`config.mk`:
```
export PLATFORM = sky130hd
export DESIGN_NAME = wireless_tx_packet_buffer
export DESIGN_NICKNAME = d
export VERILOG_FILES = /design/src/rtl/rf_transceiver_pkg.sv /design/src/rtl/sync_fifo_ram.sv /design/src/rtl/wireless_tx_packet_buffer.sv
export SDC_FILE = /design/constraint.sdc
export NUM_CORES = 2
export LEC_CHECK = 0
export CAP_MARGIN = 0
export CORE_MARGIN = 3
export CORE_UTILIZATION = 59
export CTS_BUF_LIST = sky130_fd_sc_hd__clkbuf_8
export CTS_CLUSTER_DIAMETER = 200
export DETAILED_ROUTE_END_ITERATION = 16
export HOLD_SLACK_MARGIN = 0.12
export PLACE_DENSITY_LB_ADDON = 0.25
export SYNTH_ARGS = -nofsm -noshare
export SYNTH_HDL_FRONTEND = slang
export SYNTH_HIERARCHICAL = 1
export SYNTH_SLANG_ARGS = --single-unit
```
`constraint.sdc`:
```
create_clock -name internal_clk -period 4.55 [get_ports internal_clk]
set_clock_uncertainty 0.2 [all_clocks]
set_input_delay 0.6825 -clock internal_clk [delete_from_list [all_inputs] [get_ports internal_clk]]
set_output_delay 0.6825 -clock internal_clk [all_outputs]
set_load 0.005 [all_outputs]
```
`src/rtl/rf_transceiver_pkg.sv`:
```
// Shared constants and state encoding for the RF transceiver bridge blocks.
package rf_transceiver_pkg;

    localparam int DATA_WIDTH                 = 8;
    localparam int BUFFER_512_DEPTH           = 512;
    localparam int BUFFER_512_ADDR_WIDTH      = 9;
    // A wireless burst starts once more than this many bytes are buffered.
    localparam int START_WIRELESS_TRANS_VALUE = 57;
    // Idle cycles after the last MCU byte (about three byte times) that end a packet.
    localparam int END_COUNTER_RX_PACKET      = 6511;

    typedef enum logic [1:0] {
        IDLE      = 2'd0,
        COLLECT   = 2'd1,
        DRAIN     = 2'd2,
        WAIT_DONE = 2'd3
    } wtrans_state_t;

endpackage

```
`src/rtl/sync_fifo_ram.sv`:
```
// Single-clock FIFO: RAM array with binary read/write pointers and an occupancy count.
module sync_fifo_ram #(
    parameter int DATA_WIDTH = 8,
    parameter int DEPTH      = 512,
    parameter int ADDR_WIDTH = 9
) (
    input  logic                  clk,
    input  logic                  rst_n,
    input  logic                  push,
    input  logic [DATA_WIDTH-1:0] push_data,
    input  logic                  pop,
    output logic [DATA_WIDTH-1:0] head_data,
    output logic [ADDR_WIDTH:0]   count,
    output logic                  full,
    output logic                  empty
);

    localparam logic [ADDR_WIDTH-1:0] LAST_ADDR  = ADDR_WIDTH'(DEPTH - 1);
    localparam logic [ADDR_WIDTH:0]   FULL_COUNT = (ADDR_WIDTH + 1)'(DEPTH);

    logic [DATA_WIDTH-1:0] mem [DEPTH];
    logic [ADDR_WIDTH-1:0] wr_ptr;
    logic [ADDR_WIDTH-1:0] rd_ptr;
    logic                  push_ok;
    logic                  pop_ok;

    assign full  = (count == FULL_COUNT);
    assign empty = (count == '0);

    // Full and empty are judged on the pre-edge count, so a push into a full
    // FIFO is dropped even when a pop frees a slot in the same cycle.
    assign push_ok   = push && !full;
    assign pop_ok    = pop && !empty;
    assign head_data = mem[rd_ptr];

    // Storage array, written on accepted pushes only.
    // NOTE: the array has no reset; pointers and count alone define which
    // entries are valid, and an unreset array maps onto RAM primitives.
    always_ff @(posedge clk) begin
        if (push_ok) begin
            mem[wr_ptr] <= push_data;
        end
    end

    // Pointer advance with wrap at DEPTH-1, and occupancy tracking.
    // NOTE: non-blocking assignments here so every register samples the
    // pre-edge values regardless of statement order.
    always_ff @(posedge clk or negedge rst_n) begin
        if (!rst_n) begin
            wr_ptr <= '0;
            rd_ptr <= '0;
            count  <= '0;
        end else begin
            if (push_ok) begin
                wr_ptr <= (wr_ptr == LAST_ADDR) ? '0 : wr_ptr + 1'b1;
            end
            if (pop_ok) begin
                rd_ptr <= (rd_ptr == LAST_ADDR) ? '0 : rd_ptr + 1'b1;
            end
            case ({push_ok, pop_ok})
                2'b10:   count <= count + 1'b1;
                2'b01:   count <= count - 1'b1;
                default: count <= count;
            endcase
        end
    end

endmodule

```
`src/rtl/wireless_tx_packet_buffer.sv`:
```
// Byte buffer between the MCU UART receiver and the node UART transmitter.
// Collects MCU bytes, then drains them to the node once a threshold is hit
// or the MCU line has gone quiet, and reports wireless-transmit/busy status.
module wireless_tx_packet_buffer #(
    parameter int DATA_WIDTH                 = rf_transceiver_pkg::DATA_WIDTH,
    parameter int BUFFER_DEPTH               = rf_transceiver_pkg::BUFFER_512_DEPTH,
    parameter int ADDR_WIDTH                 = rf_transceiver_pkg::BUFFER_512_ADDR_WIDTH,
    parameter int START_WIRELESS_TRANS_VALUE = rf_transceiver_pkg::START_WIRELESS_TRANS_VALUE,
    parameter int END_COUNTER_RX_PACKET      = rf_transceiver_pkg::END_COUNTER_RX_PACKET
) (
    input  logic                  internal_clk,
    input  logic                  rst_n,
    input  logic                  mcu_rx_flag,
    input  logic [DATA_WIDTH-1:0] mcu_rx_data,
    output logic                  mcu_rx_use,
    input  logic                  node_tx_flag,
    input  logic                  node_tx_complete,
    output logic                  node_tx_use,
    output logic [DATA_WIDTH-1:0] node_tx_data,
    output logic                  wtrans_active,
    output logic                  aux_busy_n,
    output logic                  overflow,
    output logic [ADDR_WIDTH:0]   fill_count
);

    import rf_transceiver_pkg::*;

    localparam int                    GAP_WIDTH   = $clog2(END_COUNTER_RX_PACKET + 1);
    localparam logic [GAP_WIDTH-1:0]  GAP_END     = GAP_WIDTH'(END_COUNTER_RX_PACKET);
    localparam logic [ADDR_WIDTH:0]   START_LEVEL = (ADDR_WIDTH + 1)'(START_WIRELESS_TRANS_VALUE);

    wtrans_state_t         state;
    logic [GAP_WIDTH-1:0]  gap_cnt;
    logic [ADDR_WIDTH:0]   count;
    logic                  full;
    logic                  empty;
    logic                  push;
    logic                  pop;
    logic [DATA_WIDTH-1:0] head_data;

    // Bytes are accepted in every state; pops happen only while draining and
    // the node TX FIFO has room, one per cycle.
    assign push       = mcu_rx_flag && !full;
    assign pop        = (state == DRAIN) && !node_tx_flag && !empty;
    assign fill_count = count;

    sync_fifo_ram #(
        .DATA_WIDTH (DATA_WIDTH),
        .DEPTH      (BUFFER_DEPTH),
        .ADDR_WIDTH (ADDR_WIDTH)
    ) u_fifo (
        .clk       (internal_clk),
        .rst_n     (rst_n),
        .push      (push),
        .push_data (mcu_rx_data),
        .pop       (pop),
        .head_data (head_data),
        .count     (count),
        .full      (full),
        .empty     (empty)
    );

    // MCU acknowledge, sticky overflow and node write strobe with its data.
    always_ff @(posedge internal_clk or negedge rst_n) begin
        if (!rst_n) begin
            mcu_rx_use   <= 1'b0;
            overflow     <= 1'b0;
            node_tx_use  <= 1'b0;
            node_tx_data <= '0;
        end else begin
            // Every MCU byte is acknowledged, even one dropped on a full buffer.
            mcu_rx_use  <= mcu_rx_flag;
            if (mcu_rx_flag && full) begin
                overflow <= 1'b1;
            end
            node_tx_use <= pop;
            if (pop) begin
                node_tx_data <= head_data;
            end
        end
    end

    // Line-idle timer: restarts on each stored byte, counts quiet cycles in
    // COLLECT and saturates; outside COLLECT it is held at zero so a return to
    // COLLECT from WAIT_DONE starts a fresh idle interval.
    always_ff @(posedge internal_clk or negedge rst_n) begin
        if (!rst_n) begin
            gap_cnt <= '0;
        end else if (push) begin
            gap_cnt <= '0;
        end else if (state == COLLECT) begin
            if (!mcu_rx_flag && (gap_cnt != GAP_END)) begin
                gap_cnt <= gap_cnt + 1'b1;
            end
        end else begin
            gap_cnt <= '0;
        end
    end

    // Transmit sequencer with status outputs registered from the current state.
    always_ff @(posedge internal_clk or negedge rst_n) begin
        if (!rst_n) begin
            state         <= IDLE;
            wtrans_active <= 1'b0;
            aux_busy_n    <= 1'b1;
        end else begin
            wtrans_active <= (state == DRAIN) || (state == WAIT_DONE);
            aux_busy_n    <= empty && (state == IDLE);
            case (state)
                IDLE: begin
                    if (mcu_rx_flag) begin
                        state <= COLLECT;
                    end
                end
                COLLECT: begin
                    if ((count > START_LEVEL) || ((gap_cnt == GAP_END) && !empty)) begin
                        state <= DRAIN;
                    end
                end
                DRAIN: begin
                    if (empty) begin
                        state <= WAIT_DONE;
                    end
                end
                WAIT_DONE: begin
                    if (node_tx_complete) begin
                        state <= empty ? IDLE : COLLECT;
                    end
                end
                default: state <= IDLE;
            endcase
        end
    end

endmodule

```
==> metrics.md <==
| Metric | Value |
|---|---|
| Placed inst area | 170100 um2 |
| Worst min-delay path class | register to register |
| Synth Instances | 7566 |
| Final setup viols | 0 |
| Peak supply drop | 0.3838 mV |
| FF+latch count, synth | 4152 |
| CP arrival | 5.34 ns |
| Worst-Margin Slew | 1.443 ns |
| Vias per cell | 6.742 |
| ANT nets after route | 0 |
| Post-synthesis simple-gate area fraction | 2.388% |
| Worst setup EP type | register |
| Mux cell area share after synthesis | 16.34% |
| H-Tree Depth | 6 |
| DR iter-0 viols | 12.38k |
| Initial core utilization | 59.55% |
| Minimum clock period | 4.411 ns |
| DRT Wirelength | 422.7 mm |
| Largest family of logic cells by synthesized area | multiplexers |
| Root Buffer | clkbuf_8 |
| Post-synth top flop | edfxtp_1 |
| Sequential area share after synthesis | 76.82% |
| Fraction of registers with async set/reset | 1.349% |
| Num rows | 191 |
| Hold Fails Final Rpt | 0 |
| Vias in the first global route | 83.82k |
| EDFF count, synth | 4096 |
| WL/cell | 33.98 um |
| Most common cell after layout, fill and taps aside | edfxtp_1 |
| Post-synthesis xor/xnor area fraction | 0.06490% |
| Synth Area in Compound Gates | 2.583% |
| Worst slew margin | 3.173% |
| Largest net degree at the start of global routing | 123 |
| CP Launch Type | register |
| Clock tree sinks | 4152 |
| Warnings from Yosys | 6 |
| Clock-pin slew on the worst setup and hold paths | 0.07 ns |
| Maxcap violations | 0 |
| Total GRT Usage | 30.39% |
| Share of cells above drive strength 1 | 27.88% |
| Die height | 529.9 um |
| Via Count | 83.86k |
| Net Count, Synth | 7602 |
| DRT Pass-1 Iters | 6 |
| CP required | 5.48 ns |
| Num CTS Buffers | 639 |
| Final Cell Area | 181700 um2 |
| Worst setup margin | 0.1394 ns |
| Avg Synthesized Cell Area | 21.40 um2 |
| Core Region | 272000 um2 |
| Final GP Congestion | 0.8920 |
| Die Area | 280800 um2 |
| Clock Path Buffers | 4 |
| Min Hold Slack | 0.2624 ns |
| Final nets | 8399 |
| Post-synth cell types | 87 |
| Leak | 57.82 nW |
| CTS tree | built |
| CP Max Fanout | 11 |
| Hpwl dp | 261.2 mm |
| Initial antenna violation count | 14 |
| Placement Setup Slack | -0.2266 ns |
| Die X | 529.9 um |
| Grt total ovfl | 0 |
| Period utilization | 96.94% |
| Port Buffer Count | 35 |
| Setup CP Type | register to register |
| First-pass GRT wire length | 608.6 mm |
| Highest clock rate | 0.2267 GHz |
| Worst-Skew Late Latency | 1.19 ns |
| Synth Cell Area | 161900 um2 |
| Status | finished clean |
| Max-slew violations | 0 |
| Post-Synth Adder-Cell Area | 0.1823% |
| Layout Area Growth over Synthesis | 12.23% |
| RSZ-0062 raised after global routing | no |
| Most frequent cells in the layout | edfxtp_1, mux4_2, clkbuf_8 |
| Top Ports | 36 |
| P per Cell Area | 521.2 nW/um2 |
| DRC Markers | 0 |
## layout make-up
class | count | area [um2]
Antenna cell | 15 | 37.54
Clock inverter | 483 | 2501
Inverter | 22 | 90.09
Multi-Input combinational cell | 2925 | 35130
Fill cell | 17030 | 90210
Clock buffer | 648 | 8919
Timing Repair Buffer | 623 | 6178
Sequential cell | 4152 | 124400
Tap cell | 3570 | 4467
## critical path: stages (launching register included)
cell and delay [ns]:
dfrtp_4 0.54, buf_4 0.24, buf_12 0.18, buf_4 0.17, or3b_2 0.55, buf_4 0.24, o22ai_1 0.16, a211oi_1 0.07
o21ai_0 0.16, buf_4 0.20, a31oi_1 0.13, a311oi_1 1.11, o32a_1 0.26, mux2_2 0.14
## state kept, by name, indices dropped and copies added (netlist names)
name	count
u_fifo/mem	4096
gap_cnt	13
u_fifo/count	10
u_fifo/rd_ptr	9
u_fifo/wr_ptr	9
node_tx_data	8
state	2
aux_busy_n	1
mcu_rx_use	1
node_tx_use	1
overflow	1
wtrans_active	1
## logic make-up after synthesis
| logic type | count (synthesis) |
|---|---|
| AO/OA/AOI/OAI | 626 |
| XOR/XNOR | 12 |
| adder cells (fa/ha/maj) | 23 |
| buffers and inverters | 489 |
| flip-flops | 4152 |
| multiplexers | 1361 |
| AND/OR/NAND/NOR | 903 |
## final timing paths
check                           depth (start not counted)                to             start  slack (ns)
worst min-delay path                                    1          overflow          overflow        0.26
max in group asynchronous                               4  u_fifo/rd_ptr[3]             rst_n        3.37
worst min register to register                          1          overflow          overflow        0.26
worst max-delay path                                   13   node_tx_data[6]  u_fifo/rd_ptr[0]        0.14
min in group asynchronous                               3        aux_busy_n             rst_n        0.41
worst max register to register                         13   node_tx_data[6]  u_fifo/rd_ptr[0]        0.14
## per-layer routing
layer  vias to the layer above  GRT usage, %  routed length, um
li1                      33360             -                  -
met4                         4         12.61              19600
met3                       943         7.462              50060
met1                     43950         43.19             155300
met5                         -             0                 23
met2                      5595         46.01             197700
## cells in the mapped netlist (all sizes together) (7+ instances only)
| master | instances | area share, % |
|---|---|---|
| edfxtp | 4096 | 76 |
| mux4 | 1024 | 14 |
| nor2 | 561 | 1.3 |
| mux2i | 314 | 1.9 |
| buf | 254 | 1.1 |
| clkbuf | 213 | 0.49 |
| nand2 | 166 | 0.39 |
| a21oi | 131 | 0.40 |
| o21ai | 120 | 0.37 |
| a22oi | 79 | 0.37 |
| dfrtp | 55 | 0.85 |
| o22ai | 51 | 0.20 |
| a221oi | 43 | 0.23 |
| nand3 | 39 | 0.13 |
| a211oi | 34 | 0.16 |
| o221ai | 32 | 0.17 |
| a31oi | 24 | 0.093 |
| mux2 | 23 | 0.16 |
| ha | 22 | 0.17 |
| inv | 22 | 0.051 |
| nor2b | 21 | 0.081 |
| nor3 | 21 | 0.068 |
| o211ai | 16 | 0.074 |
| a311oi | 14 | 0.076 |
| nand4 | 14 | 0.054 |
| nand2b | 13 | 0.050 |
| o31ai | 13 | 0.060 |
| or3 | 10 | 0.039 |
| and3 | 9 | 0.036 |
| xnor2 | 9 | 0.049 |
| a2111oi | 8 | 0.043 |
| a21o | 8 | 0.037 |
| a211o | 7 | 0.038 |
| nand3b | 7 | 0.032 |
| nor3b | 7 | 0.032 |
| nor4 | 7 | 0.036 |
| or4 | 7 | 0.039 |
## report_power, final
group	internal (W)	leakage [nW]	switching, W	total [W]
clock network	0.0137	6.63	0.0144	0.0281
registers	0.0423	37.5	0.000348	0.0426
logic	0.0108	13.7	0.0131	0.0239
## what timing repair did
action	in CTS	in global routing
resized for setup	2	3
endpoints found under the setup margin	3	3
endpoints found under the hold margin	1219	0
hold buffers	14	0
buffers inserted	4	0
## stage by stage
step / utilization [%] / instances / TNS, ns / total power, W
final: 66.83 / 12440 / 0 / 0.09472
after global routing: 66.82 / 12430 / 0 / 0.09788
after CTS: 66.81 / 12420 / 0 / 0.09503
after detailed placement: 62.53 / 11270 / -0.4448 / 0.06712
after global placement: 62.53 / 11270 / -0.3649 / 0.06688
after floorplan: - / 7566 / 0 / 0.05840
(Power assumes the default switching activity.)
